## src/rtl/intdiv_sched.sv

```systemverilog
// intdiv_sched: round-robin, credit-controlled sharing of one fixed-latency, non-stallable divider
// between two requesters. Optional macro INTDIV_SCHED_DIVZERO_EN gives y==0 a defined result.
module intdiv_sched #(
  parameter int N     = 4,
  parameter int LAT   = 6,
  parameter int DEPTH = 2
) (
  input  logic                clock,
  input  logic                reset,
  input  logic                req0_valid,
  output logic                req0_ready,
  input  logic signed [N-1:0] req0_x,
  input  logic signed [N-1:0] req0_y,
  input  logic                req1_valid,
  output logic                req1_ready,
  input  logic signed [N-1:0] req1_x,
  input  logic signed [N-1:0] req1_y,
  output logic                rsp0_valid,
  input  logic                rsp0_ready,
  output logic signed [N-1:0] rsp0_z,
  output logic signed [N-1:0] rsp0_r,
  output logic                rsp1_valid,
  input  logic                rsp1_ready,
  output logic signed [N-1:0] rsp1_z,
  output logic signed [N-1:0] rsp1_r,
  output logic signed [N-1:0] div_x,
  output logic signed [N-1:0] div_y,
  input  logic signed [N-1:0] div_z,
  input  logic signed [N-1:0] div_r
);

  localparam int CW = $clog2(DEPTH + 1);
  localparam int PW = (DEPTH > 1) ? $clog2(DEPTH) : 1;
  localparam logic [CW-1:0] CRED_MAX = CW'(DEPTH);

  logic [CW-1:0]       cred [2];
  logic                last;
  logic [1:0]          elig;
  logic [1:0]          grant;
  logic [1:0]          pop;
  logic [1:0]          push;
  logic [1:0]          rsp_vld;
  logic                accept;
  logic                sel;
  logic signed [N-1:0] x_sel;
  logic signed [N-1:0] y_sel;

  logic                tag_vld_p [LAT+1];
  logic                tag_id_p  [LAT+1];
`ifdef INTDIV_SCHED_DIVZERO_EN
  logic                tag_dz_p  [LAT+1];
  logic signed [N-1:0] tag_x_p   [LAT+1];
`endif

  logic signed [N-1:0] wb_z;
  logic signed [N-1:0] wb_r;

  logic [PW-1:0]       wr_ptr [2];
  logic [PW-1:0]       rd_ptr [2];
  logic [CW-1:0]       count  [2];
  logic signed [N-1:0] mem_z  [2][DEPTH];
  logic signed [N-1:0] mem_r  [2][DEPTH];

  function automatic logic [PW-1:0] ptr_inc(input logic [PW-1:0] p);
    return (p == PW'(DEPTH - 1)) ? '0 : p + PW'(1);
  endfunction

  assign elig[0] = req0_valid && (cred[0] != '0);
  assign elig[1] = req1_valid && (cred[1] != '0);

  // A requester without credit is never granted, so every issued op has a FIFO slot waiting.
  always_comb begin
    grant = 2'b00;
    if (!reset) begin
      if (elig == 2'b11) grant = last ? 2'b01 : 2'b10;
      else               grant = elig;
    end
  end

  assign accept     = |grant;
  assign sel        = grant[1];
  assign req0_ready = grant[0];
  assign req1_ready = grant[1];
  assign x_sel      = sel ? req1_x : req0_x;
  assign y_sel      = sel ? req1_y : req0_y;

  assign rsp_vld[0] = !reset && (count[0] != '0);
  assign rsp_vld[1] = !reset && (count[1] != '0);
  assign pop        = rsp_vld & {rsp1_ready, rsp0_ready};

  always_ff @(posedge clock) begin
    if (reset) begin
      last <= 1'b1;
      for (int k = 0; k < 2; k++) cred[k] <= CRED_MAX;
    end else begin
      if (accept) last <= sel;
      for (int k = 0; k < 2; k++) begin
        case ({grant[k], pop[k]})
          2'b10:   cred[k] <= cred[k] - CW'(1);
          2'b01:   cred[k] <= cred[k] + CW'(1);
          default: ;
        endcase
      end
    end
  end

  // Stage 0: issue register driving the divider
  always_ff @(posedge clock) begin
    if (reset) begin
      div_x <= '0;
      div_y <= '0;
    end else if (accept) begin
      div_x <= x_sel;
      div_y <= y_sel;
    end
  end

  // Stages 1..LAT: owner tags shadow the divider; stage LAT lines up with div_z/div_r
  always_ff @(posedge clock) begin
    if (reset) begin
      for (int i = 0; i <= LAT; i++) tag_vld_p[i] <= 1'b0;
    end else begin
      tag_vld_p[0] <= accept;
      for (int i = 1; i <= LAT; i++) tag_vld_p[i] <= tag_vld_p[i-1];
    end
  end

  always_ff @(posedge clock) begin
    tag_id_p[0] <= sel;
    for (int i = 1; i <= LAT; i++) tag_id_p[i] <= tag_id_p[i-1];
`ifdef INTDIV_SCHED_DIVZERO_EN
    tag_dz_p[0] <= (y_sel == '0);
    tag_x_p[0]  <= x_sel;
    for (int i = 1; i <= LAT; i++) begin
      tag_dz_p[i] <= tag_dz_p[i-1];
      tag_x_p[i]  <= tag_x_p[i-1];
    end
`endif
  end

  always_comb begin
    wb_z = div_z;
    wb_r = div_r;
`ifdef INTDIV_SCHED_DIVZERO_EN
    if (tag_dz_p[LAT]) begin
      wb_z = '1;
      wb_r = tag_x_p[LAT];
    end
`endif
  end

  assign push[0] = tag_vld_p[LAT] && !tag_id_p[LAT];
  assign push[1] = tag_vld_p[LAT] &&  tag_id_p[LAT];

  // Write-back: per-requester result FIFOs, no fall-through
  always_ff @(posedge clock) begin
    if (reset) begin
      for (int k = 0; k < 2; k++) begin
        wr_ptr[k] <= '0;
        rd_ptr[k] <= '0;
        count[k]  <= '0;
      end
    end else begin
      for (int k = 0; k < 2; k++) begin
        if (push[k]) wr_ptr[k] <= ptr_inc(wr_ptr[k]);
        if (pop[k])  rd_ptr[k] <= ptr_inc(rd_ptr[k]);
        case ({push[k], pop[k]})
          2'b10:   count[k] <= count[k] + CW'(1);
          2'b01:   count[k] <= count[k] - CW'(1);
          default: ;
        endcase
      end
    end
  end

  always_ff @(posedge clock) begin
    for (int k = 0; k < 2; k++) begin
      if (push[k]) begin
        mem_z[k][wr_ptr[k]] <= wb_z;
        mem_r[k][wr_ptr[k]] <= wb_r;
      end
    end
  end

  assign rsp0_valid = rsp_vld[0];
  assign rsp1_valid = rsp_vld[1];
  assign rsp0_z     = mem_z[0][rd_ptr[0]];
  assign rsp0_r     = mem_r[0][rd_ptr[0]];
  assign rsp1_z     = mem_z[1][rd_ptr[1]];
  assign rsp1_r     = mem_r[1][rd_ptr[1]];

endmodule

```

## config.mk

```make
export PLATFORM = sky130hd
export DESIGN_NAME = intdiv_sched
export DESIGN_NICKNAME = d
export VERILOG_FILES = /design/src/rtl/intdiv_sched.sv
export SDC_FILE = /design/constraint.sdc
export NUM_CORES = 1
export LEC_CHECK = 0
export ABC_AREA = 1
export CAP_MARGIN = 5
export CORE_MARGIN = 5
export CORE_UTILIZATION = 47
export CTS_CLUSTER_DIAMETER = 30
export DETAILED_ROUTE_END_ITERATION = 10
export PLACE_DENSITY = 0.76
export RECOVER_POWER = 25
export SYNTH_ARGS = -nofsm -noshare
export SYNTH_HDL_FRONTEND = slang
export SYNTH_SLANG_ARGS = --single-unit
export TNS_END_PERCENT = 50
```

## constraint.sdc

```tcl
create_clock -name clock -period 1.5 [get_ports clock]
set_input_delay 0.3 -clock clock [delete_from_list [all_inputs] [get_ports clock]]
set_output_delay 0.3 -clock clock [all_outputs]
set_load 0.02 [all_outputs]
```

Word level (Yosys, flattened, before mapping)
Memory sizes are Yosys's and may differ from the RTL's. Cells that the tools add are included.

Register bits: 9. RAM bits: 58. Input bits: 30. Output and inout bits: 28. Logic and storage cells: 170. Memories kept: 8.

$add $sub $neg: 12. Order comparisons: 6. Equality and inequality tests: 9. Muxes and demuxes: 91. Bitwise operators: 24. Reduce and logical (&&, ||, !) cells: 17.

Memories: mem_r (depth 2, width 8, read ports 2, clocked after Yosys merged registers in 0, write ports 1, RTL line 62) `logic signed [N-1:0] mem_r [2][DEPTH];`; mem_z (depth 2, width 8, read ports 2, clocked after Yosys merged registers in 0, write ports 1, RTL line 61) `logic signed [N-1:0] mem_z [2][DEPTH];`; tag_id_p (depth 7, width 1, read ports 7, clocked after Yosys merged registers in 0, write ports 7, RTL line 49) `logic tag_id_p [LAT+1];`; tag_vld_p (depth 7, width 1, read ports 7, clocked after Yosys merged registers in 0, write ports 7, RTL line 48) `logic tag_vld_p [LAT+1];`; count (depth 2, width 2, read ports 2, clocked after Yosys merged registers in 0, write ports 2, RTL line 60) `logic [CW-1:0] count [2];`; cred (depth 2, width 2, read ports 2, clocked after Yosys merged registers in 0, write ports 2, RTL line 36) `logic [CW-1:0] cred [2];`; +2 memories.

Operators with widths (count): $mux W4 (16); $mux W1 (56); $mux W8 (6); $mux W2 (11); $or A1 B1 Y1 (19); $reduce_or A8 Y1 (2); $eq A2 B2 Y1 const B (5); $add A2 B1 Y2 const B (4); $demux W4 S1 (2); $eq A2 B1 Y1 const B (4); $ge A2 B2 Y1 const B (4); $logic_and A1 B1 Y1 (8); $not A1 Y2 (4); $reduce_bool A2 Y1 (4); $sub A2 B1 Y2 const B (4); $add A1 B1 Y1 const B (4); $lt A2 B1 Y1 const B (2); $and A2 B2 Y2 (1); $logic_not A1 Y1 (2); $reduce_or A2 Y1 (1).

Depth between registers and ports, before layout
Gate-level depths: netlist (run 1).

Depth in word-level cells: 11. Mapped depth: 11. Mapped depth without buffers: 10.

Least setup slack after synthesis (run 1)
OpenSTA, ideal clock, no wires.

Path type: reg-to-reg. Start point: memory cred[1][0] (netlist name). End point: memory cred[1][0] (netlist name), data pin. Setup time: 0.252 ns. Data arrival time: 1.252 ns. Required time: 1.248 ns. Setup slack: -0.004 ns. Stages on the path, launching flop included: 11. Buffers on the path: 1. Clock period less this slack: 1.504 ns. Cell sequence: edfxtp_1 -> inv_1 -> ha_1 -> inv_2 -> nand2_2 -> clkinv_2 -> buf_4 -> nand3_2 -> nand3_2 -> nor2_2 -> nor2_2.

RTL lines (RTL line): from (decl) (36).

==> results of run 1 <==
final timing paths:
check	from	endpoint	slack [ns]	cells past startpoint
setup / recovery	cred[1][0]	cred[1][1]	-0.24	11
hold / removal	tag_id_p[4]	tag_id_p[5]	0.33	0
setup reg to reg	cred[1][0]	cred[1][1]	-0.24	11
hold reg to reg	tag_id_p[4]	tag_id_p[5]	0.33	0
registers in the layout, summed over array words and instances (netlist names):
| signal | cells |
|---|---|
| wr_ptr | 2 |
| div_y | 4 |
| div_x | 4 |
| rd_ptr | 2 |
| tag_vld_p | 7 |
| tag_id_p | 7 |
| mem_z | 16 |
| count | 4 |
| cred | 4 |
| last | 1 |
| mem_r | 16 |
layer usage:
| layer | global-route usage [%] | vias to the layer above | part of all wire, % |
|---|---|---|---|
| met1 | 18.3 | 1029 | 39 |
| met2 | 28.5 | 75 | 53 |
| li1 | - | 1071 | - |
| met4 | 7.32 | 0 | 2.0 |
| met5 | 0 | - | 0 |
| met3 | 4.08 | 10 | 5.5 |
logic make-up (layout without fill, tap and decap cells):
family / after synthesis / after routing / share of synthesized area, %
buffers and inverters: 55 / 159 / 8.30
AO/OA/AOI/OAI: 14 / 14 / 3.72
multiplexers: 16 / 16 / 5.95
flip-flops: 67 / 67 / 58.8
XOR/XNOR: 4 / 4 / 1.16
adder cells (fa/ha/maj): 2 / 2 / 0.826
AND/OR/NAND/NOR: 102 / 102 / 21.3
layout make-up:
cell class                 count  area, µm²
timing repair buffer          97        908
clock inverter                 7       76.3
clock buffer                   9        124
inverter                      46        183
sequential                    67       1780
fill                         460       1990
multi-input combinational    138       1150
tap                           77       96.3
worst max-delay path, delay by kind of cell, from the launching register on:
kind | cells | cell delay, ns
AND/OR/NAND/NOR | 4 | 0.29
adder cells (fa/ha/maj) | 1 | 0.14
buffers and inverters | 5 | 0.46
XOR/XNOR | 1 | 0.17
flip-flops | 1 | 0.43
cell usage in the layout, fill, tap and decap left out, types with 3 or more instances in the layout:
cell type	instances
sky130_fd_sc_hd__mux2_4	8
sky130_fd_sc_hd__buf_6	25
sky130_fd_sc_hd__buf_4	33
sky130_fd_sc_hd__clkdlybuf4s50_1	23
sky130_fd_sc_hd__dlygate4sd2_1	9
sky130_fd_sc_hd__nand3_4	7
sky130_fd_sc_hd__inv_1	33
sky130_fd_sc_hd__nand3_2	8
sky130_fd_sc_hd__xor2_1	3
sky130_fd_sc_hd__nand4_1	15
sky130_fd_sc_hd__nor2_1	11
sky130_fd_sc_hd__edfxtp_1	44
sky130_fd_sc_hd__clkbuf_8	9
sky130_fd_sc_hd__nand2_1	32
sky130_fd_sc_hd__a21oi_2	7
sky130_fd_sc_hd__nor2_4	4
sky130_fd_sc_hd__nor2_2	3
sky130_fd_sc_hd__nand2_4	8
sky130_fd_sc_hd__dfxtp_1	23
sky130_fd_sc_hd__inv_2	10
sky130_fd_sc_hd__dlygate4sd3_1	5
sky130_fd_sc_hd__mux2_2	8
sky130_fd_sc_hd__nand2_2	6
timing repair:
action	in CTS	in global routing
pin swaps	6	9
hold endpoints to repair	0	0
setup endpoints to repair	41	49
resized for setup	150	23
setup buffers	5	5
power groups by stage:
| stage | Combinational (mW) | Clock [mW] | Sequential [mW] |
|---|---|---|---|
| after floorplan | 0.515 | 0 | 2.18 |
| after global placement | 0.891 | 0 | 2.16 |
| after detailed placement | 0.910 | 0 | 2.16 |
| after CTS | 0.983 | 1.53 | 2.13 |
| after global routing | 1.16 | 1.63 | 2.14 |
| final | 1.07 | 1.49 | 2.14 |
stage by stage:
stage	utilization (%)	area (µm²)	std cells
after floorplan	-	3030	260
after global placement	61.0	3850	416
after detailed placement	61.0	3850	416
after CTS	66.3	4180	437
after global routing	68.4	4320	441
final	68.4	4320	441
==> Implementation_results.wiki, run 1 <==
{| class="wikitable"
! Metric !! Value
|-
| Maximum resistive drop on vdd || 796 µV
|-
| Reg clk slew, reported paths || 0.07 ns
|-
| Slowest cell on crit path || sky130_fd_sc_hd__edfxtp_1
|-
| Initial antenna violation count || 0
|-
| Switching Share || 28.1%
|-
| Outcome || complete, but fails checks
|-
| Internal power consumption || 3.38 mW
|-
| Critical path data required time || 1.60 ns
|-
| Smallest hold slack || 0.328 ns
|-
| Critical-path cell list || inv_2 -> ha_4 -> inv_4 -> nand2_4 -> clkinv_4 -> buf_4 -> buf_8 -> nand2_4 -> nand2_4 -> xnor2_2 -> nand2_1
|-
| Number of enable-type register cells in the synthesized netlist || 44
|-
| Max Transition Viols Final || 0
|-
| Max Buffers Root-to-Sink || 2
|-
| Post-synthesis cell count || 260
|-
| Hold Path Class || reg -> reg
|-
| Net count of the mapped netlist || 292
|-
| Vias per inst || 4.95
|-
| DR WL/cell || 14.7 µm
|-
| Maximum capacitance violations || 0
|-
| Worst slack after detailed placement || -0.552 ns
|-
| Clock Skews || 0.00809 ns
|-
| Routed via count || 2185
|-
| Die span in y || 90.3 µm
|-
| Share of total power in the clock network || 31.7%
|-
| Vias in the first global route || 2279
|-
| Mapped cell area || 3030 µm²
|-
| Total GRT Usage || 16.2%
|-
| Minimum period implied by the final worst setup slack || 1.74 ns
|-
| Number of setup violations in the final report || 31
|-
| Number of warnings reported in the yosys synthesis log || 0
|-
| Portion of synthesized cell area occupied by the leading cell type || 43.6%
|-
| Sort of element at the end of the critical path || flip-flop
|-
| Violated checks || negative setup slack
|-
| TritonCTS clock tree || built
|-
| Area of the core || 6310 µm²
|-
| Area Overhead vs Synth || 42.6%
|-
| Most area-consuming cells after synthesis || sky130_fd_sc_hd__edfxtp_1 44%, sky130_fd_sc_hd__dfxtp_1 15%, sky130_fd_sc_hd__mux2_2 5.9%, sky130_fd_sc_hd__inv_1 4.7%, sky130_fd_sc_hd__nand2_1 4.0%
|-
| Effective utilization at floorplan || 48.0%
|-
| Sequential group share of total power || 45.4%
|-
| Most numerous cell types in the synthesized netlist || 44 x sky130_fd_sc_hd__edfxtp_1, 38 x sky130_fd_sc_hd__inv_1, 32 x sky130_fd_sc_hd__nand2_1, 23 x sky130_fd_sc_hd__dfxtp_1, 16 x sky130_fd_sc_hd__mux2_2
|-
| Pin count of the biggest net entering global routing || 17
|-
| Buffers added on ports || 57
|-
| Remaining design rule violation count || 0
|-
| Dominant cell type by count on the critical path || sky130_fd_sc_hd__nand2_4
|-
| Overall power of the completed layout || 4.70 mW
|-
| Slew Limit Headroom || 84.9%
|-
| Flops & latches, synth || 67
|-
| Most repeated cell in the gate-level netlist after synthesis || sky130_fd_sc_hd__edfxtp_1
|-
| Most instantiated flip-flop cell in the synthesis netlist || sky130_fd_sc_hd__edfxtp_1
|-
| Cts-stage hold buffer count || 0
|-
| Setup TNS || -4.07 ns
|-
| RSZ-0062 raised after global routing || yes
|-
| Power density over the cells || 1090 nW/µm²
|-
| Inserted Clock Buffers || 9
|-
| Number of nets in the finished design || 391
|-
| Post-synthesis area per instance || 11.7 µm²
|-
| Cell Rows || 29
|-
| Clk root buf || sky130_fd_sc_hd__clkbuf_8
|-
| Pin slew with the least headroom to its limit || 0.226 ns
|-
| Global route overflow || 0
|-
| Net switching power figure || 1.32 mW
|-
| DRC violation total after the first TritonRoute iteration || 85
|-
| Final WL || 6.47 mm
|-
| Source-to-sink clock delay at the later pin of the worst-skew pair || 0.34 ns
|-
| Clock H-tree levels || 3
|-
| Critical path arrival || 1.84 ns
|-
| Share of synthesized area occupied by flip-flops and latches || 58.8%
|-
| Delay of the slowest cell on the worst path || 0.43 ns
|-
| Category of the critical setup timing path || reg -> reg
|-
| Highest attainable clock frequency || 574 MHz
|-
| Maximum fanout along the worst path || 4
|-
| Final period util || 116%
|-
| Fraction of power consumed by combinational cells || 22.8%
|-
| Post-synthesis cell type with the largest combined area || sky130_fd_sc_hd__edfxtp_1
|-
| Placer congestion estimate || 0.881
|-
| Proportion of register bits with asynchronous set or reset after synthesis || 0%
|-
| Worst-case setup margin in the final layout || -0.243 ns
|-
| # IOs || 58
|-
| Wire length of the first global-routing pass || 10.6 mm
|-
| Length of the first detailed-routing pass in iterations || 4
|-
| CP Launch Type || flip-flop
|-
| HPWL Detailed || 4.54 mm
|-
| Horizontal extent of the die || 90.3 µm
|-
| Number of inserted diodes || 0
|-
| Final ANT Viol Nets || 0
|-
| Synth unique cells || 33
|-
| Pleak || 1.86 nW
|-
| Die area || 8150 µm²
|-
| Share of cells above drive strength 1 || 42.9%
|-
| Total number of clock tree sinks || 67
|-
| Number of endpoints with negative hold slack in the final report || 0
|}
Note: power is estimated with default switching activity, not from simulation.
==> run 2, diff against run 1 <==
--- a/config.mk
+++ b/config.mk
@@ -11,7 +11,7 @@
 export CORE_UTILIZATION = 47
 export CTS_CLUSTER_DIAMETER = 30
 export DETAILED_ROUTE_END_ITERATION = 10
-export PLACE_DENSITY = 0.76
+export PLACE_DENSITY = 0.73
 export RECOVER_POWER = 25
 export SYNTH_ARGS = -nofsm -noshare
 export SYNTH_HDL_FRONTEND = slang
==> constraint.sdc (replaced) <==
create_clock -name clock -period 1.9 [get_ports clock]
set_input_delay 0.38 -clock clock [delete_from_list [all_inputs] [get_ports clock]]
set_output_delay 0.38 -clock clock [all_outputs]
set_load 0.02 [all_outputs]
==> run 2 against run 1 <==
The run now ends clean; sequential power fell by 21%; worst setup slack improved by 0.30 ns; flip-flop and latch count did not move; wire length fell by 7.3%; count of clock-buffer cells in the layout rose by 1; final cell count fell by 1.8%; clock power fell by 5%; first-iteration DRC count rose by 4.7%; sequential share of layout area rose by 2.7 points; core utilization fell by 4.2 points.
==> Implementation_results.wiki, run 2 (synthesis results as in run 1) <==
{| class="wikitable"
! Metric !! Value
|-
| Switching Share || 25.2% (-3.0 points)
|-
| Die area || 8150 µm² (unchanged)
|-
| Maximum capacitance violations || 0 (unchanged)
|-
| Internal power consumption || 2.84 mW (-16%)
|-
| Slew Limit Headroom || 83.0% (-1.9 points)
|-
| Overall power of the completed layout || 3.79 mW (-19%)
|-
| Clk root buf || sky130_fd_sc_hd__clkbuf_8
|-
| TritonCTS clock tree || built
|-
| Routed via count || 2096 (-4.1%)
|-
| DRC violation total after the first TritonRoute iteration || 89 (+4.7%)
|-
| Critical-path cell list || buf_6 -> mux2_2 -> clkdlybuf4s15_1
|-
| Worst r2r src || cred[1][0]
|-
| Buffers added on ports || 57 (unchanged)
|-
| Global route overflow || 0 (unchanged)
|-
| Met3 layer usage reported by global route || 5.58% (+1.5 points)
|-
| Sort of element at the end of the critical path || output port
|-
| Placer congestion estimate || 0.811 (-7.9%)
|-
| DR WL/cell || 13.9 µm (-5.6%)
|-
| Source-to-sink clock delay at the later pin of the worst-skew pair || 0.34 ns (about the same)
|-
| Length of the first detailed-routing pass in iterations || 4 (unchanged)
|-
| # IOs || 58 (unchanged)
|-
| Total number of clock tree sinks || 67 (unchanged)
|-
| Number of nets in the finished design || 383 (-2.0%)
|-
| Category of the critical setup timing path || reg -> out
|-
| Max Buffers Root-to-Sink || 2 (unchanged)
|-
| Clock Skews || 0.0116 ns (+0.00347 ns)
|-
| Number of endpoints with negative hold slack in the final report || 0 (unchanged)
|-
| Effective utilization at floorplan || 48.0% (unchanged)
|-
| Horizontal extent of the die || 90.3 µm (unchanged)
|-
| Hold Path Class || reg -> reg
|-
| Highest attainable clock frequency || 542 MHz
|-
| Outcome || completed
|-
| Sequential cell area || 1780 µm² (unchanged)
|-
| Pin count of the biggest net entering global routing || 17 (unchanged)
|-
| Sequential group share of total power || 44.2% (-1.2 points)
|-
| RSZ-0062 raised after global routing || yes
|-
| Vias per inst || 4.84 (-2.3%)
|-
| Vias in the first global route || 2099 (-7.9%)
|-
| Worst setup slack for register-to-register paths || 0.28 ns (+0.52 ns)
|-
| CP Launch Type || flip-flop
|-
| Share of cells above drive strength 1 || 37.4% (-5.5 points)
|-
| Smallest hold slack || 0.331 ns (+0.00214 ns)
|-
| GRT met2 Usage || 25.3% (-3.2 points)
|-
| Final ANT Viol Nets || 0 (unchanged)
|-
| Delay of the slowest cell on the worst path || 0.37 ns (-0.06 ns)
|-
| Worst reg-to-reg path cell count || 10 (-1)
|-
| Max Transition Viols Final || 0 (unchanged)
|-
| GR Util met1 || 18.4% (+0.064 points)
|-
| Critical path arrival || 1.46 ns (-0.38 ns)
|-
| Pleak || 1.71 nW (-8.0%)
|-
| Slowest cell on crit path || sky130_fd_sc_hd__edfxtp_1
|-
| Reg clk slew, reported paths || 0.07 ns (about the same)
|-
| Area Overhead vs Synth || 33.8%
|-
| Final period util || 97.1%
|-
| Post-route design area || 4060 µm² (-6.1%)
|-
| Worst Min Path Start || tag_id_p[1]
|-
| Power density over the cells || 935 nW/µm² (-14%)
|-
| Initial antenna violation count || 0 (unchanged)
|-
| Top library cells by usage in the layout, fill and taps aside || 44 x sky130_fd_sc_hd__edfxtp_1, 38 x sky130_fd_sc_hd__inv_1, 32 x sky130_fd_sc_hd__nand2_1, 31 x sky130_fd_sc_hd__buf_4, 30 x sky130_fd_sc_hd__clkdlybuf4s50_1
|-
| Critical path data required time || 1.52 ns (-0.08 ns)
|-
| Final WL || 6.00 mm (-7.3%)
|-
| Share of total power in the clock network || 37.2% (+5.5 points)
|-
| Maximum fanout along the worst path || 8 (+4)
|-
| Worst hold endpoint || tag_id_p[2]
|-
| Maximum resistive drop on vdd || 467 µV (-41%)
|-
| DP Area || 3820 µm² (-0.78%)
|-
| Number of setup violations in the final report || 0 (-100%)
|-
| End-of-flow core utilization || 64.2% (-4.2 points)
|-
| Cell Rows || 29 (unchanged)
|-
| Die span in y || 90.3 µm (unchanged)
|-
| Most common cell after layout, fill and taps aside || sky130_fd_sc_hd__edfxtp_1
|-
| Total GRT Usage || 15.3% (-0.88 points)
|-
| Inserted Clock Buffers || 9 (unchanged)
|-
| Setup TNS || 0 ns (+4.07 ns)
|-
| Gr busiest metal || met2
|-
| Filler Cells Inserted || 509 (+11%)
|-
| Fraction of power consumed by combinational cells || 18.6% (-4.2 points)
|-
| Worst setup path start || rd_ptr[0][0]
|-
| HPWL Detailed || 4.32 mm (-4.8%)
|-
| Area of the core || 6310 µm² (unchanged)
|-
| Hold Path Depth || 0 (unchanged)
|-
| Minimum period implied by the final worst setup slack || 1.84 ns
|-
| Net switching power figure || 0.955 mW (-28%)
|-
| Remaining design rule violation count || 0 (unchanged)
|-
| Pin slew with the least headroom to its limit || 0.255 ns (+0.0291 ns)
|-
| Clock H-tree levels || 3 (unchanged)
|-
| Worst flop-to-flop path endpoint || cred[1][0]
|-
| Total area of multi-input combinational cells || 1010 µm² (-12%)
|-
| Number of inserted diodes || 0 (unchanged)
|-
| Wire length of the first global-routing pass || 10.1 mm (-5.2%)
|}
## run 2: cell count changes in the layout (fill, tap and decap cells not counted), sizes merged
cell / previous run / this run
clkinvlp: 2 / 1
inv: 47 / 46
dlygate4sd3: 5 / 7
clkbuf: 9 / 21
clkdlybuf4s50: 23 / 30
bufinv: 1 / 3
buf: 60 / 37
dlygate4sd2: 9 / 0
clkdlybuf4s15: 0 / 4
clkinv: 3 / 2
## run 2: how the worst max path moves through the flow
stage | endpoint | depth (start not counted)
floorplan | req1_ready | 8
global placement | req0_ready | 6
detailed placement | req0_ready | 6
CTS | rsp0_r[3] | 3
global route | req1_ready | 8
finish | rsp0_r[0] | 3
## run 2: what timing repair did
action / CTS / global route
setup endpoints to repair: 20 / 17
hold buffers: 0 / 0
pin swaps: 1 / 0
gates cloned: 0 / 0
buffers inserted: 3 / 2
gates resized for setup: 42 / 28
## run 2: through the flow
stage	setup WS (ns)	cells
floorplan	0.325	260
global placement	-0.306	412
detailed placement	-0.307	412
CTS	-0.00307	431
global route	-0.0243	433
finish	0.0553	433
## run 2: power groups by stage
stage / Combinational [mW] / Sequential [mW] / Clock (mW)
6_report: 0.705 / 1.68 / 1.41
5_1_grt: 0.771 / 1.69 / 1.50
4_1_cts: 0.692 / 1.68 / 1.44
3_5_place_dp: 0.678 / 1.72 / 0
3_3_place_gp: 0.670 / 1.72 / 0
2_1_floorplan: 0.405 / 1.72 / 0
## run 2: cell type report
class,count,area share (%)
Clock buffer,10,3.15
Multi-Input combinational cell,138,25.0
Timing Repair Buffer,89,18.4
Tap cell,77,2.38
Inverter,46,4.35
Clock inverter,6,2.75
Sequential cell,67,43.9
## run 2: critical path: cells and delay by family, from the launching register on
| kind | cells | cell delay (ns) |
|---|---|---|
| multiplexers | 1 | 0.34 |
| flip-flops | 1 | 0.37 |
| buffers and inverters | 2 | 0.43 |
## run 2: metal layers
metal,wire [µm],vias up
li1,-,1055
met1,2590,970
met2,2950,63
met3,379,8
met4,79,0
met5,0,-
